[config.mk]
export PLATFORM = sky130hd
export DESIGN_NAME = regfile_sb
export DESIGN_NICKNAME = d
export VERILOG_FILES = /design/src/rtl/regfile_pkg.sv /design/src/rtl/regfile_scoreboard.sv /design/src/rtl/regfile_sb.sv
export SDC_FILE = /design/constraint.sdc
export NUM_CORES = 1
export LEC_CHECK = 0
export CORE_ASPECT_RATIO = 1.75
export CORE_MARGIN = 2
export CORE_UTILIZATION = 35
export DETAILED_ROUTE_END_ITERATION = 6
export PLACE_DENSITY_LB_ADDON = 0.12
export SLEW_MARGIN = 30
export SYNTH_ARGS = -nofsm -noshare
export SYNTH_HDL_FRONTEND = slang
export SYNTH_SLANG_ARGS = --single-unit
[constraint.sdc]
create_clock -name clk -period 6.62 [get_ports clk]
set_input_delay 0.993 -clock clk [delete_from_list [all_inputs] [get_ports clk]]
set_output_delay 0.993 -clock clk [all_outputs]
set_load 0.01 [all_outputs]
[src/rtl/regfile_pkg.sv]
// Shared types and defaults for the DLX multi-port register file.
package regfile_pkg;

  typedef enum logic [0:0] {
    CLEAR = 1'b0,
    RUN   = 1'b1
  } state_e;

  localparam int unsigned DEF_XLEN  = 32;
  localparam int unsigned DEF_NREGS = 32;

  function automatic int unsigned addr_w(input int unsigned n);
    return $unsigned($clog2(n));
  endfunction

endpackage

[src/rtl/regfile_scoreboard.sv]
// Per-register busy bits: issue sets, writeback clears, flush clears all.
module regfile_scoreboard
  import regfile_pkg::*;
#(
  parameter  int unsigned NREGS = DEF_NREGS,
  localparam int unsigned AW    = addr_w(NREGS)
) (
  input  logic             i_clk,
  input  logic             i_reset,
  input  logic             i_en,
  input  logic             i_iss_en,
  input  logic [AW-1:0]    i_iss_rd,
  input  logic             i_wr_en,
  input  logic [AW-1:0]    i_wr_addr,
  input  logic             i_flush,
  output logic [NREGS-1:0] o_busy
);

  logic [NREGS-1:0] r_busy;
  logic [NREGS-1:0] w_busy_nxt;

  // Issue is applied after writeback so a same-cycle newer producer stays outstanding.
  always_comb begin
    w_busy_nxt = r_busy;
    if (i_en) begin
      if (i_wr_en) w_busy_nxt[i_wr_addr] = 1'b0;
      if (i_flush) w_busy_nxt = '0;
      else if (i_iss_en) w_busy_nxt[i_iss_rd] = 1'b1;
      w_busy_nxt[0] = 1'b0;
    end
  end

  always_ff @(posedge i_clk) begin
    if (i_reset) r_busy <= '0;
    else         r_busy <= w_busy_nxt;
  end

  assign o_busy = r_busy;

endmodule

[src/rtl/regfile_sb.sv]
// Parametrised multi-port register file with busy scoreboard and post-reset clear sweep.
// Optional same-cycle write-through bypass enabled by defining REGFILE_BYPASS_EN.
module regfile_sb
  import regfile_pkg::*;
#(
  parameter  int unsigned XLEN  = DEF_XLEN,
  parameter  int unsigned NREGS = DEF_NREGS,
  parameter  int unsigned NREAD = 2,
  localparam int unsigned AW    = addr_w(NREGS)
) (
  input  logic                  clk,
  input  logic                  reset,
  output logic                  ready,
  input  logic [NREAD*AW-1:0]   rd_addr,
  output logic [NREAD*XLEN-1:0] rd_data,
  output logic [NREAD-1:0]      rd_busy,
  input  logic                  wr_en,
  input  logic [AW-1:0]         wr_addr,
  input  logic [XLEN-1:0]       wr_data,
  input  logic                  iss_en,
  input  logic [AW-1:0]         iss_rd,
  input  logic                  flush
);

  state_e           r_state;
  state_e           w_state_nxt;
  logic [AW-1:0]    r_ptr;
  logic [AW-1:0]    w_ptr_nxt;
  logic [XLEN-1:0]  r_mem [NREGS];
  logic [NREGS-1:0] w_busy;
  logic             w_run;

  always_ff @(posedge clk) begin
    if (reset) begin
      r_state <= CLEAR;
      r_ptr   <= '0;
    end else begin
      r_state <= w_state_nxt;
      r_ptr   <= w_ptr_nxt;
    end
  end

  // Sweep walks every register once, then hands over to normal operation.
  always_comb begin
    w_state_nxt = r_state;
    w_ptr_nxt   = r_ptr;
    case (r_state)
      CLEAR: begin
        w_ptr_nxt = r_ptr + AW'(1);
        if (r_ptr == AW'(NREGS - 1)) w_state_nxt = RUN;
      end
      RUN:     w_state_nxt = RUN;
      default: w_state_nxt = CLEAR;
    endcase
  end

  assign w_run = (r_state == RUN);
  assign ready = w_run;

  always_ff @(posedge clk) begin
    if (!reset) begin
      if (!w_run)                    r_mem[r_ptr]   <= '0;
      else if (wr_en && wr_addr != '0) r_mem[wr_addr] <= wr_data;
    end
  end

  regfile_scoreboard #(
    .NREGS(NREGS)
  ) u_sb (
    .i_clk    (clk),
    .i_reset  (reset),
    .i_en     (w_run),
    .i_iss_en (iss_en),
    .i_iss_rd (iss_rd),
    .i_wr_en  (wr_en),
    .i_wr_addr(wr_addr),
    .i_flush  (flush),
    .o_busy   (w_busy)
  );

  for (genvar p = 0; p < NREAD; p++) begin : g_rd
    logic [AW-1:0] w_addr;
    logic          w_byp;
    logic          w_byp_busy;

    assign w_addr = rd_addr[p*AW +: AW];

`ifdef REGFILE_BYPASS_EN
    assign w_byp      = w_run && wr_en && (wr_addr == w_addr) && (w_addr != '0);
    assign w_byp_busy = iss_en && (iss_rd == w_addr);
`else
    assign w_byp      = 1'b0;
    assign w_byp_busy = 1'b0;
`endif

    assign rd_data[p*XLEN +: XLEN] = (!w_run || w_addr == '0) ? '0 :
                                     w_byp ? wr_data : r_mem[w_addr];
    assign rd_busy[p] = !w_run ? 1'b0 : (w_byp ? w_byp_busy : w_busy[w_addr]);
  end

endmodule

==> results of run 1 <==
-- registers in the layout, summed over array words and instances, names as in the netlist --
name,flops
u_sb.o_busy,31
r_ptr,5
r_mem,1024
ready,1
-- metal layers --
metal / GRT usage [%] / wire length, um / share of wire [%]
met2: 42.8 / 92800 / 51
met5: 0 / 44 / 0.024
met3: 3.85 / 11300 / 6.2
met1: 28.9 / 68300 / 38
met4: 10.2 / 7840 / 4.3
-- power groups by stage --
stage | Clock, mW | Sequential (mW) | Combinational [mW]
detailed placement | 0 | 7.47 | 0.953
floorplan | 0 | 7.46 | 0.582
finish | 5.80 | 7.32 | 0.952
global placement | 0 | 7.46 | 0.950
CTS | 5.91 | 7.32 | 0.953
global route | 6.14 | 7.32 | 0.988
-- layout make-up --
cell class                 instances  area, sq um  area share, %
tap                             1860         2330           4.05
multi-input combinational       1701        18000           31.4
clock inverter                    54          389          0.678
clock buffer                     138         2850           4.95
inverter                           4         15.0         0.0261
timing repair buffer             234         2350           4.09
antenna                            1         2.50        0.00436
sequential                      1061        31500           54.8
-- worst max-delay path, delay by kind of cell --
kind,cells,cell delay (ps)
AOI/OAI and AO/OA,3,600
buffers and inverters,3,1560
and+or+nand+nor,2,1150
-- logic make-up (layout without fill, tap and decap cells) --
kind of cell | Yosys count | in the layout | share of synthesized area, %
flops | 1061 | 1061 | 62.3
buf+inv | 253 | 430 | 2.73
other cells | 0 | 1 | 0
xor+xnor | 3 | 3 | 0.0520
compound gates | 649 | 649 | 8.88
simple gates | 242 | 242 | 2.51
fa+ha+maj | 2 | 2 | 0.0495
mux | 805 | 805 | 23.4
-- cells in the final DEF, fill, tap and decap left out, types with 5 or more instances in the layout --
cell             instances
a21oi_1                 68
and3_1                   5
a221o_1                  8
nand2b_1                 5
o21ai_0                 70
buf_12                  19
nor2b_1                 11
nor3b_1                  5
buf_4                   91
nor2_4                  30
o211ai_1                58
nand2_1                 61
clkbuf_16              108
edfxtp_1              1024
clkbuf_1                27
clkinv_1                23
mux4_2                 300
a221oi_1                40
and2_1                   6
a22oi_1                222
nor2_1                  28
mux2_2                   9
clkinv_2                14
a31oi_1                 89
clkinvlp_4               7
and2_2                  36
nand3_1                  9
buf_8                    6
o22ai_1                 26
clkdlybuf4s50_1        115
mux2i_1                495
a21boi_1                47
nor2b_4                  5
dfxtp_1                 37
nand4b_1                 7
-- metrics by stage --
step / setup WS (ps) / power, mW / utilization (%)
floorplan: 1680 / 8.04 / -
global placement: 1310 / 8.41 / 37.7
detailed placement: 1300 / 8.42 / 37.8
CTS: 1300 / 14.2 / 40.0
global route: 1030 / 14.4 / 40.0
finish: 1300 / 14.1 / 40.0
-- how the worst max path moves through the flow --
stage | to | slack [ps] | cells past startpoint
6_report | rd_data[46] | 1300 | 8
5_1_grt | rd_data[2] | 1030 | 8
4_1_cts | rd_data[45] | 1300 | 8
3_5_place_dp | rd_data[45] | 1300 | 8
3_3_place_gp | rd_data[13] | 1310 | 8
2_1_floorplan | r_mem[22][0] | 1680 | 6
==> impl_metrics.tcl, run 1 <==
set metrics [dict create \
    required_ps 5630 \
    grt_pass1_vias 32888 \
    synth_nets 3074 \
    grtUsageTotal_pct 24.1 \
    dp_cells 4859 \
    critPathMaxFanout 14 \
    combPwrFrac_pct 6.8 \
    rsz0062_at_grt "no" \
    maxCapViolCount 0 \
    yosysTopAreaCell "edfxtp_1" \
    htree_levels 3 \
    r2r-end "r_mem[7][5]" \
    power_frac_clock_pct 41.2 \
    p_sw_mw 3.24 \
    min_to "u_sb.o_busy[31]" \
    p_leak_nw 17.2 \
    worst_pin_slew_ps 1060 \
    r2r_slack_ps 2690 \
    grt_max_degree 79 \
    vias 31378 \
    maxSlewHeadroom_pct 29.3 \
    final_cells 5053 \
    p_per_area_nw_per_um2 245 \
    die_x_um 291 \
    overflow 0 \
    nets 3164 \
    cts.sinks 1061 \
    drt-initial-drc-count 3096 \
    cts_setup_buffers 0 \
    final_cell_area_sq_um 57400 \
    drt-wirelength-per-cell_um 35.7 \
    die-area_sq_um 147000 \
    nFillCells 12944 \
    coreArea_sq_um 143000 \
    gp_congestion 0.847 \
    synth.distinct_cells 59 \
    syn-cell-area_sq_um 50500 \
    peakVddDrop_mv 0.202 \
    worstSetupPathType "in2out" \
    synthCells 3015 \
    grt_first_pass_wirelength_um 251000 \
    clockBufferDepth 3 \
    reg2reg_from "ready" \
    critPathLaunch "rd_addr[9]" \
    syn_area_per_cell_sq_um 16.8 \
    seq_area_frac_synth_pct 62.3 \
    intPower_mw 10.8 \
    grt_antenna_before_repair 6 \
    cts-root-buf "clkbuf_16" \
    dieHeight_um 507 \
    layout-drive-gt1-share_pct 20.8 \
    yosysMostFrequentCell "edfxtp_1" \
    start_util_pct 35.2 \
    drtAntennaViolNets 0 \
    crit_path_end_kind "output port" \
    io_pins 124 \
    setup_viol 0 \
    drtPass1Iterations 5 \
    wl_um 180000 \
    cp.arrival_ps 4330 \
    maxSlewViolCount 0 \
    min_path_cells 2 \
    p_seq_share_pct 52.0 \
    synth_edf_count 1024 \
    status "completed" \
    port_buffers 123 \
    synth.area.top_cells "edfxtp_1 61%, mux4_2 13%, mux2i_1 9.8%" \
    yosys.area.top_type_share_pct 60.9 \
    synth_seq_cells 1061 \
    r2r_cells 7 \
    placed_area_sq_um 54200 \
    hp-start "u_sb.o_busy[31]" \
    crit_chain "clkdlybuf4s50_1 -> and3_1 -> nor2b_4 -> buf_4 -> a22oi_1 -> o211ai_1 -> a21boi_1 -> clkdlybuf4s50_1" \
    insertion_delay_ps 720 \
    switching_share_pct 23.0 \
    max_stage_delay_ps 640 \
    synth_flop_cell "edfxtp_1" \
    hold_buffers 0 \
    drc 0 \
    clkTransAtPathRegs_ps 60 \
    clock.fmax_mhz 188 \
    skew_ps 24.3 \
    period_needed_ps 5320 \
    hold_slack_ps 497 \
    num_rows 184 \
    slowest_stage "nor2b_4" \
    tns_ps 0 \
    yosys-top-cells-count "1024 x edfxtp_1, 495 x mux2i_1, 300 x mux4_2" \
    critPathLaunchType "input pin" \
    cts_tree "built" \
    fin_crit_sh_pct 80.4 \
    dpl.hpwl_um 112000 \
    numCtsBuffers 103 \
    ctsResizeCount 0 \
    path_common_cell "clkdlybuf4s50_1" \
    worstHoldPathType "reg2reg" \
    synthToLayoutAreaGrowth_pct 13.7 \
    async_flop_share_pct 0 \
    via_per_inst 6.21 \
    hold_viol_final 0 \
    yosysWarnings 0 \
]
No activity file was read; power rests on OpenSTA's default activity.
==> run 2, diff against run 1 <==
- clock period: 6.62 -> 5.5 ns (I/O delays scaled with it)
==> run 2 against run 1 <==
  * Cell count increased by 0.77%
  * Critical path depth fell by 1
  * Routed wire length fell by 1.6%
  * Clock power rose by 29%
  * Die area unchanged
  * Sequential power is 20% higher
  * Flip-flop and latch count stayed put
  * Largest power group unchanged
==> impl_metrics.tcl, run 2 (synthesis results as in run 1) <==
set metrics [dict create \
    status "completed" \
    dpl.hpwl_um 112000 \
    p_per_area_nw_per_um2 300 \
    required_ps 4680 \
    dieHeight_um 507 \
    largest_reg_flops 1024 \
    crit_chain "nor2b_1 -> a21boi_4 -> buf_4 -> a31oi_1 -> o211ai_1 -> a21boi_1 -> clkdlybuf4s50_1" \
    io_pins 124 \
    slowest_stage "clkdlybuf4s50_1" \
    crit_path_end_kind "output port" \
    worstSetupPathType "reg2out" \
    skew_ps 20.5 \
    cts-root-buf "clkbuf_16" \
    htree_levels 3 \
    insertion_delay_ps 710 \
    critPathMaxFanout 12 \
    grt_first_pass_wirelength_um 249000 \
    synthToLayoutAreaGrowth_pct 15.2 \
    ctsResizeCount 0 \
    worst_pin_slew_ps 1010 \
    top_register "r_mem" \
    maxSlewHeadroom_pct 32.4 \
    reg2reg_from "ready" \
    drtPass1Iterations 5 \
    cts.sinks 1061 \
    die_x_um 291 \
    final_cells 5092 \
    grt_max_degree 75 \
    layout-drive-gt1-share_pct 21.7 \
    critPathLaunch "ready" \
    port_buffers 123 \
    num_rows 184 \
    maxCapViolCount 0 \
    cp.arrival_ps 4240 \
    maxSlewViolCount 0 \
    clock.fmax_mhz 197 \
    layout_commonest_cell "edfxtp_1" \
    via_per_inst 6.13 \
    nets 3207 \
    grtUsageTotal_pct 23.8 \
    cts_setup_buffers 0 \
    grt_antenna_before_repair 4 \
    clockBufferDepth 3 \
    max_stage_delay_ps 640 \
    period_needed_ps 5070 \
    numCtsBuffers 101 \
    overflow 0 \
    peakVddDrop_mv 0.261 \
    power.total_mw 17.5 \
    dp_cells 4903 \
    wl_um 177000 \
    die-area_sq_um 147000 \
    start_util_pct 35.2 \
    clkTransAtPathRegs_ps 60 \
    hold_buffers 0 \
    gp_congestion 0.826 \
    layout_common_cells "1024 x edfxtp_1, 495 x mux2i_1, 300 x mux4_2, 222 x a22oi_1, 120 x buf_4" \
    tns_ps 0 \
    drt-initial-drc-count 2948 \
    drtAntennaViolNets 0 \
    cts_tree "built" \
    fin_crit_sh_pct 92.2 \
    coreArea_sq_um 143000 \
    vias 31220 \
    worstHoldPathType "reg2reg" \
    hp-start "u_sb.o_busy[22]" \
    rsz0062_at_grt "no" \
    grt_pass1_vias 33266 \
    p_leak_nw 17.5 \
    hold_viol_final 0 \
    critPathLaunchType "register" \
    setup_viol 0 \
    drt-wirelength-per-cell_um 34.8 \
    drc 0 \
]
-- run 2: changes by cell type in the layout (fill, tap and decap cells not counted), sizes merged --
cell / change
bufinv: +14
clkinvlp: +1
clkinv: -1
buf: +44
clkbuf: -19
-- run 2: layout make-up --
type	count	area, sq um
inverter	4	15.0
clock buffer	118	2680
clock inverter	68	830
timing repair buffer	279	2840
antenna	1	2.50
fill	12841	85300
sequential	1061	31500
multi-input combinational	1701	18000
tap	1860	2330
-- run 2: metal layers --
metal  GRT usage [%]  wire, um  up-vias
li1                -         -    12894
met5               0        10        -
met2            43.4     93100     1340
met4            10.1      7820        2
met1            27.7     66600    16599
met3            3.52      9840      385
-- run 2: metrics by stage --
step           utilization (%)  hold slack [ps]  area (sq um)  setup WS (ps)
2_1_floorplan                -              457         50500            729
3_3_place_gp              38.1              478         54600            676
3_5_place_dp              38.1              484         54600            615
4_1_cts                   40.5              493         58100            438
5_1_grt                   40.6              518         58200            331
6_report                  40.6              501         58200            432
-- run 2: path summary, 6_finish.rpt --
path / endpoint / slack (ps) / depth (start not counted)
hold reg to reg: u_sb.o_busy[22] / 500 / 2
setup / recovery: rd_data[34] / 430 / 7
hold / removal: u_sb.o_busy[22] / 500 / 2
setup reg to reg: r_mem[21][13] / 2050 / 7
-- run 2: worst max-delay path: cells and delay by family, from the launching register on --
kind,cells,cell delay (ps)
flip-flops,1,630
AO/OA/AOI/OAI,4,1440
buffers and inverters,2,1070
AND/OR/NAND/NOR,1,380
-- run 2: power by group --
group | total [mW] | switching [mW] | internal, mW
clock | 7.49 | 3.16 | 4.33
sequential | 8.81 | 0.0296 | 8.78
combinational | 1.15 | 0.706 | 0.447
total | 17.5 | 3.90 | 13.6
